## src/rtl/rv32i_decode_ctrl.sv

```systemverilog
// rv32i_decode_ctrl: RV32I control + immediate decode behind a registered ID/EX stage; DECODE_TRACE_EN adds a per-instruction trace.
module rv32i_decode_ctrl #(
  parameter logic RESET_OUT = 1'b0
) (
  input  logic        clk,
  input  logic        rst_n,
  input  logic        valid_i,
  input  logic        stall_i,
  input  logic        flush_i,
  input  logic [31:0] instr_i,
  input  logic [31:0] pc_i,
  output logic        valid_o,
  output logic [31:0] pc_o,
  output logic [31:0] imm_o,
  output logic [4:0]  rs1_addr_o,
  output logic [4:0]  rs2_addr_o,
  output logic [4:0]  rd_addr_o,
  output logic [2:0]  funct3_o,
  output logic [3:0]  alu_op_o,
  output logic        alu_src_o,
  output logic [1:0]  op_a_sel_o,
  output logic        mem_read_o,
  output logic        mem_write_o,
  output logic        branch_o,
  output logic        jump_o,
  output logic        reg_write_o,
  output logic [1:0]  mem_to_reg_o,
  output logic        illegal_o
);
  typedef struct packed {
    logic        valid;
    logic [31:0] pc;
    logic [31:0] imm;
    logic [4:0]  rs1;
    logic [4:0]  rs2;
    logic [4:0]  rd;
    logic [2:0]  funct3;
    logic [3:0]  alu_op;
    logic        alu_src;
    logic [1:0]  op_a;
    logic        mem_read;
    logic        mem_write;
    logic        branch;
    logic        jump;
    logic        reg_write;
    logic [1:0]  mem_to_reg;
    logic        illegal;
  } ctrl_t;
  localparam logic [6:0] OP_LUI = 7'b0110111, OP_AUIPC = 7'b0010111, OP_JAL = 7'b1101111,
    OP_JALR = 7'b1100111, OP_BRANCH = 7'b1100011, OP_LOAD = 7'b0000011, OP_STORE = 7'b0100011,
    OP_IMM = 7'b0010011, OP_OP = 7'b0110011, OP_FENCE = 7'b0001111, OP_SYSTEM = 7'b1110011;
  localparam logic [3:0] ALU_SUB = 4'd1;
  ctrl_t d, q;
  logic ill;
  logic [6:0] op, f7;
  logic [2:0] f3;
  logic [31:0] imm_i, imm_s, imm_b, imm_u, imm_j;
  assign op = instr_i[6:0];
  assign f3 = instr_i[14:12];
  assign f7 = instr_i[31:25];
  assign imm_i = {{20{instr_i[31]}}, instr_i[31:20]};
  assign imm_s = {{20{instr_i[31]}}, instr_i[31:25], instr_i[11:7]};
  assign imm_b = {{19{instr_i[31]}}, instr_i[31], instr_i[7], instr_i[30:25], instr_i[11:8], 1'b0};
  assign imm_u = {instr_i[31:12], 12'b0};
  assign imm_j = {{11{instr_i[31]}}, instr_i[31], instr_i[19:12], instr_i[20], instr_i[30:21], 1'b0};
  // funct3 -> ALU op shared by OP and OP-IMM; sra picks the arithmetic right shift
  function automatic logic [3:0] alu_map(input logic [2:0] fn, input logic sra);
    case (fn)
      3'b000:  return 4'd0;
      3'b001:  return 4'd2;
      3'b010:  return 4'd3;
      3'b011:  return 4'd4;
      3'b100:  return 4'd5;
      3'b101:  return sra ? 4'd7 : 4'd6;
      3'b110:  return 4'd8;
      default: return 4'd9;
    endcase
  endfunction
  always_comb begin
    d = '0;
    ill = 1'b0;
    d.valid = 1'b1;
    d.pc = pc_i;
    d.rs1 = instr_i[19:15];
    d.rs2 = instr_i[24:20];
    d.rd = instr_i[11:7];
    d.funct3 = f3;
    case (op)
      OP_LUI: begin
        d.imm = imm_u; d.op_a = 2'b10; d.alu_src = 1'b1; d.reg_write = 1'b1;
      end
      OP_AUIPC: begin
        d.imm = imm_u; d.op_a = 2'b01; d.alu_src = 1'b1; d.reg_write = 1'b1;
      end
      OP_JAL: begin
        d.imm = imm_j; d.op_a = 2'b01; d.alu_src = 1'b1; d.reg_write = 1'b1; d.jump = 1'b1; d.mem_to_reg = 2'b10;
      end
      OP_JALR: begin
        d.imm = imm_i; d.alu_src = 1'b1; d.reg_write = 1'b1; d.jump = 1'b1; d.mem_to_reg = 2'b10;
        ill = f3 != 3'b000;
      end
      OP_BRANCH: begin
        d.imm = imm_b; d.alu_op = ALU_SUB; d.branch = 1'b1;
        ill = f3 == 3'b010 || f3 == 3'b011;
      end
      OP_LOAD: begin
        d.imm = imm_i; d.alu_src = 1'b1; d.mem_read = 1'b1; d.reg_write = 1'b1; d.mem_to_reg = 2'b01;
        ill = f3 == 3'b011 || f3 == 3'b110 || f3 == 3'b111;
      end
      OP_STORE: begin
        d.imm = imm_s; d.alu_src = 1'b1; d.mem_write = 1'b1;
        ill = f3 >= 3'b011;
      end
      OP_IMM: begin
        d.imm = imm_i; d.alu_src = 1'b1; d.reg_write = 1'b1; d.alu_op = alu_map(f3, f7[5]);
        ill = (f3 == 3'b001 && f7 != 7'b0) || (f3 == 3'b101 && f7 != 7'b0 && f7 != 7'b0100000);
      end
      OP_OP: begin
        d.reg_write = 1'b1;
        d.alu_op = (f7[5] && f3 == 3'b000) ? ALU_SUB : alu_map(f3, f7[5]);
        ill = !(f7 == 7'b0 || (f7 == 7'b0100000 && (f3 == 3'b000 || f3 == 3'b101)));
      end
      OP_FENCE, OP_SYSTEM: ;
      default: ill = 1'b1;
    endcase
    // an illegal instruction leaves no side effects and carries no operand control
    if (ill) begin
      d.imm = '0; d.alu_op = '0; d.alu_src = 1'b0; d.op_a = '0; d.mem_to_reg = '0;
      d.mem_read = 1'b0; d.mem_write = 1'b0; d.branch = 1'b0; d.jump = 1'b0; d.reg_write = 1'b0;
    end
    d.illegal = ill;
  end
  always_ff @(posedge clk) begin
    if (!rst_n) q <= {$bits(ctrl_t){RESET_OUT}};
    else if (flush_i) q <= '0;
    else if (!stall_i) q <= valid_i ? d : '0;
  end
`ifdef DECODE_TRACE_EN
  always_ff @(posedge clk) begin
    if (rst_n && valid_i && instr_i != 32'h0000_0013) begin
      if (op == OP_LUI) $display("decode pc=%h instr=%h opcode=%b rd=%0d imm=%h", pc_i, instr_i, op, instr_i[11:7], imm_u);
      else $display("decode pc=%h instr=%h opcode=%b rd=%0d", pc_i, instr_i, op, instr_i[11:7]);
    end
  end
`else
`endif
  assign valid_o = q.valid;
  assign pc_o = q.pc;
  assign imm_o = q.imm;
  assign rs1_addr_o = q.rs1;
  assign rs2_addr_o = q.rs2;
  assign rd_addr_o = q.rd;
  assign funct3_o = q.funct3;
  assign alu_op_o = q.alu_op;
  assign alu_src_o = q.alu_src;
  assign op_a_sel_o = q.op_a;
  assign mem_read_o = q.mem_read;
  assign mem_write_o = q.mem_write;
  assign branch_o = q.branch;
  assign jump_o = q.jump;
  assign reg_write_o = q.reg_write;
  assign mem_to_reg_o = q.mem_to_reg;
  assign illegal_o = q.illegal;
endmodule

```

## config.mk

```make
export PLATFORM = sky130hd
export DESIGN_NAME = rv32i_decode_ctrl
export DESIGN_NICKNAME = d
export VERILOG_FILES = /design/src/rtl/rv32i_decode_ctrl.sv
export SDC_FILE = /design/constraint.sdc
export NUM_CORES = 1
export LEC_CHECK = 0
export ABC_AREA = 1
export CORE_ASPECT_RATIO = 1.75
export CORE_MARGIN = 10
export CORE_UTILIZATION = 45
export DETAILED_ROUTE_END_ITERATION = 7
export PLACE_DENSITY = 0.83
export REMOVE_ABC_BUFFERS = 1
export SLEW_MARGIN = 20
export SYNTH_ARGS = -nofsm -noshare
export SYNTH_HDL_FRONTEND = slang
export SYNTH_SLANG_ARGS = --single-unit
```

## constraint.sdc

```tcl
create_clock -name clk -period 4.3 [get_ports clk]
set_input_delay 1.075 -clock clk [delete_from_list [all_inputs] [get_ports clk]]
set_output_delay 1.075 -clock clk [all_outputs]
set_load 0.05 [all_outputs]
```

==> results.ini <==
[routing]
drtAntennaViolNets = 0
dr.first_iter.drc_count = 240
routed_via_density = 5.17
wl_um = 14400
dr.pass1.iters = 5
dr_total_vias = 4469
routedWlPerCell_um = 16.7
route.detailed.drc = 0

[floorplan]
dieArea_um2 = 14200
die_h_um = 151
row_count = 47
core_area_um2 = 9470
die_w_um = 94.6
pin_count = 167
initial_core_util_pct = 46.3

[sta]
slew_violations = 0
rsz0062_at_grt = no
fin_crit_sh_pct = 71.3
setup-tns-final_ns = 0
worst_slew_pin_slew_ns = 0.963
setup_viol = 0
hold_viol = 0
fin_skew_ns = 0
slew_headroom_pct = 35.8
period_needed_ns = 3.06
clock.fmax_mhz = 326
setup_ws_ns = 1.24

[synth]
synth_cell_types = 30
syn-cell-area_um2 = 4390
netlist_instances = 595
synth_area_leaders = dfxtp_1 44%, nand2_1 17%, a21oi_1 10%, nand3_2 5.5%, nand3_1 3.8%
netlist_top_cells_count = 199 x nand2_1, 97 x dfxtp_1, 88 x a21oi_1, 33 x nand3_1, 27 x inv_1
synth_top_area_share_pct = 44.3
yosys_warnings = 0
post-synth-top-area-cell = dfxtp_1
ys_ff_latch = 97
yosysMostFrequentCell = nand2_1
synth-edff-count = 0
ys_async_sr_fraction_pct = 0
synth_flop_cell = dfxtp_1
syn_area_per_cell_um2 = 7.37
yosysSeqAreaShare_pct = 44.3

[finish]
multi_input_area_um2 = 2110
layout.nets = 806
drive_gt1_share_pct = 11.5
syn_to_final_growth_pct = 45.2
n_antenna_cell = 0
n_fill_cell = 807
register_area_um2 = 1940

[critical_path]
crit_path_max_incr_delay_ns = 0.55
cp_cell_sequence = clkdlybuf4s50_1, nand2_2, nor2_2, nand2_1, nand3_2, nor2_2, nor2_8, nand3_1, a21oi_1
rr_worst_depth = 2
crit_path_end_kind = flip-flop
crit_start = instr_i[0]
crit_top_cell = nor2_2
path_max_fanout = 41
cp.required_ns = 4.58
cp-start-kind = input pin
reg2reg_from = pc_o[30]
critical_path_arrival_ns = 3.34
path_class = in2reg
slowest_stage = nor2_8

[clocking]
cts_sinks = 97
clock_latency_ns = 0.34
cts_buffers = 9
cts_max_level = 3
postCtsSetupBuffers = 0
cts_tree = done
clkTransAtPathRegs_ns = 0.07
clk_path_buf_depth = 2
cts_hold_buf = 0
cts_root_buffer = clkbuf_16
cts_resized = 0

[global_routing]
grt_pass1_wl_um = 22400
grt_max_degree = 98
grt_overflow = 0
grt_pass1_vias = 4493
antenna_found_initial = 0
grtUsageTotal_pct = 19.7

[pwr]
swShare_pct = 24.4
cell_internal_pwr_mw = 1.52
cellPowerDensity_nw_per_um2 = 315
p_switching_mw = 0.490
clockPowerShare_pct = 42.4
leakage_nw = 2.25
p_seq_share_pct = 45.5
power.share.combinational_pct = 12.1
ir_drop_v = 0.000197

[placement]
hpwl_um = 10800
preCtsSetupSlack_ns = 0.850
portBuffers = 166
gp_congestion = 0.933

[outcome]
status = completed

[min_path]
min-delay-start = imm_o[5]
hp-class = reg2reg
hold_depth = 2

[job]
maxCapViolCount = 0

-- placed cells by master (no fill, tap or decap) --
cell,count
o21ai_0,20
nor3b_1,1
dfxtp_1,97
nand3_1,33
o2111ai_1,1
inv_1,26
nor2_8,2
inv_2,8
nand3_2,24
buf_2,1
nand2_1,198
clkbuf_16,9
clkinv_4,1
clkinvlp_4,1
clkbuf_8,4
buf_12,1
a21oi_1,88
nand2_2,5
o22ai_1,1
a21oi_2,11
nor2_4,2
buf_4,3
nor2_2,5
inv_4,1
nor2_1,23
o211ai_2,1
nand2_4,2
bufinv_16,1
clkinv_2,1
o211ai_1,2
clkdlybuf4s50_1,165
o21ai_4,1
o21ai_2,1
nand4_1,2
-- sequential cells by signal (all words and copies together) (netlist names), 2 cells and up --
name / cells
imm_o: 32
funct3_o: 3
op_a_sel_o: 2
rd_addr_o: 5
pc_o: 32
mem_to_reg_o: 2
rs1_addr_o: 5
alu_op_o: 4
rs2_addr_o: 5
-- cells by family after synthesis --
logic type | Yosys count | synth area share [%]
AND/OR/NAND/NOR | 297 | 31.8
AO/OA/AOI/OAI | 126 | 16.1
flip-flops | 97 | 44.3
buffers and inverters | 75 | 7.85
-- path summary, 6_finish.rpt --
check	endpoint	slack [ns]
worst max-delay path	mem_to_reg_o[1]	1.24
worst min register to register	imm_o[5]	0.46
worst max register to register	pc_o[30]	3.61
worst min-delay path	imm_o[5]	0.46
-- worst max-delay path, delay by kind of cell --
family / cells / cell delay [ns]
AO/OA/AOI/OAI: 1 / 0.17
buffers and inverters: 1 / 0.48
AND/OR/NAND/NOR: 7 / 1.61
-- routing by layer --
layer / GRT usage [%] / part of all wire [%] / up-vias / wire, um
met1: 19.3 / 36 / 2071 / 5140
li1: - / - / 2214 / -
met3: 3.99 / 5.8 / 34 / 831
met4: 9.77 / 3.6 / 0 / 518
met5: 0 / 0 / - / 0
met2: 37.2 / 55 / 150 / 7890
-- through the flow --
stage / area, um^2 / util, % / total power [mW] / hold WS [ns] / instances
final: 6370 / 67.2 / 2.01 / 0.464 / 864
after global routing: 6370 / 67.2 / 2.08 / 0.483 / 864
after floorplan: 4180 / - / 1.04 / 0.671 / 556
after CTS: 6350 / 67.0 / 2.03 / 0.462 / 863
after global placement: 6020 / 63.6 / 1.17 / 0.448 / 847
after detailed placement: 6020 / 63.6 / 1.17 / 0.453 / 847
-- power by group through the flow --
stage	sequential (mW)	combinational, mW	clock [mW]
final	0.913	0.243	0.852
after detailed placement	0.934	0.240	0
after global routing	0.914	0.261	0.903
after global placement	0.933	0.236	0
after CTS	0.913	0.241	0.873
after floorplan	0.968	0.0764	0
-- cell type report --
type	count	share of cell area, %
Clock inverter	3	0.727
Sequential cell	97	30.5
Timing Repair Buffer	170	26.7
Clock buffer	13	4.40
Tap cell	122	2.40
Multi-Input combinational cell	423	33.1
Inverter	36	2.18
Power figures use the tool's default switching activity.
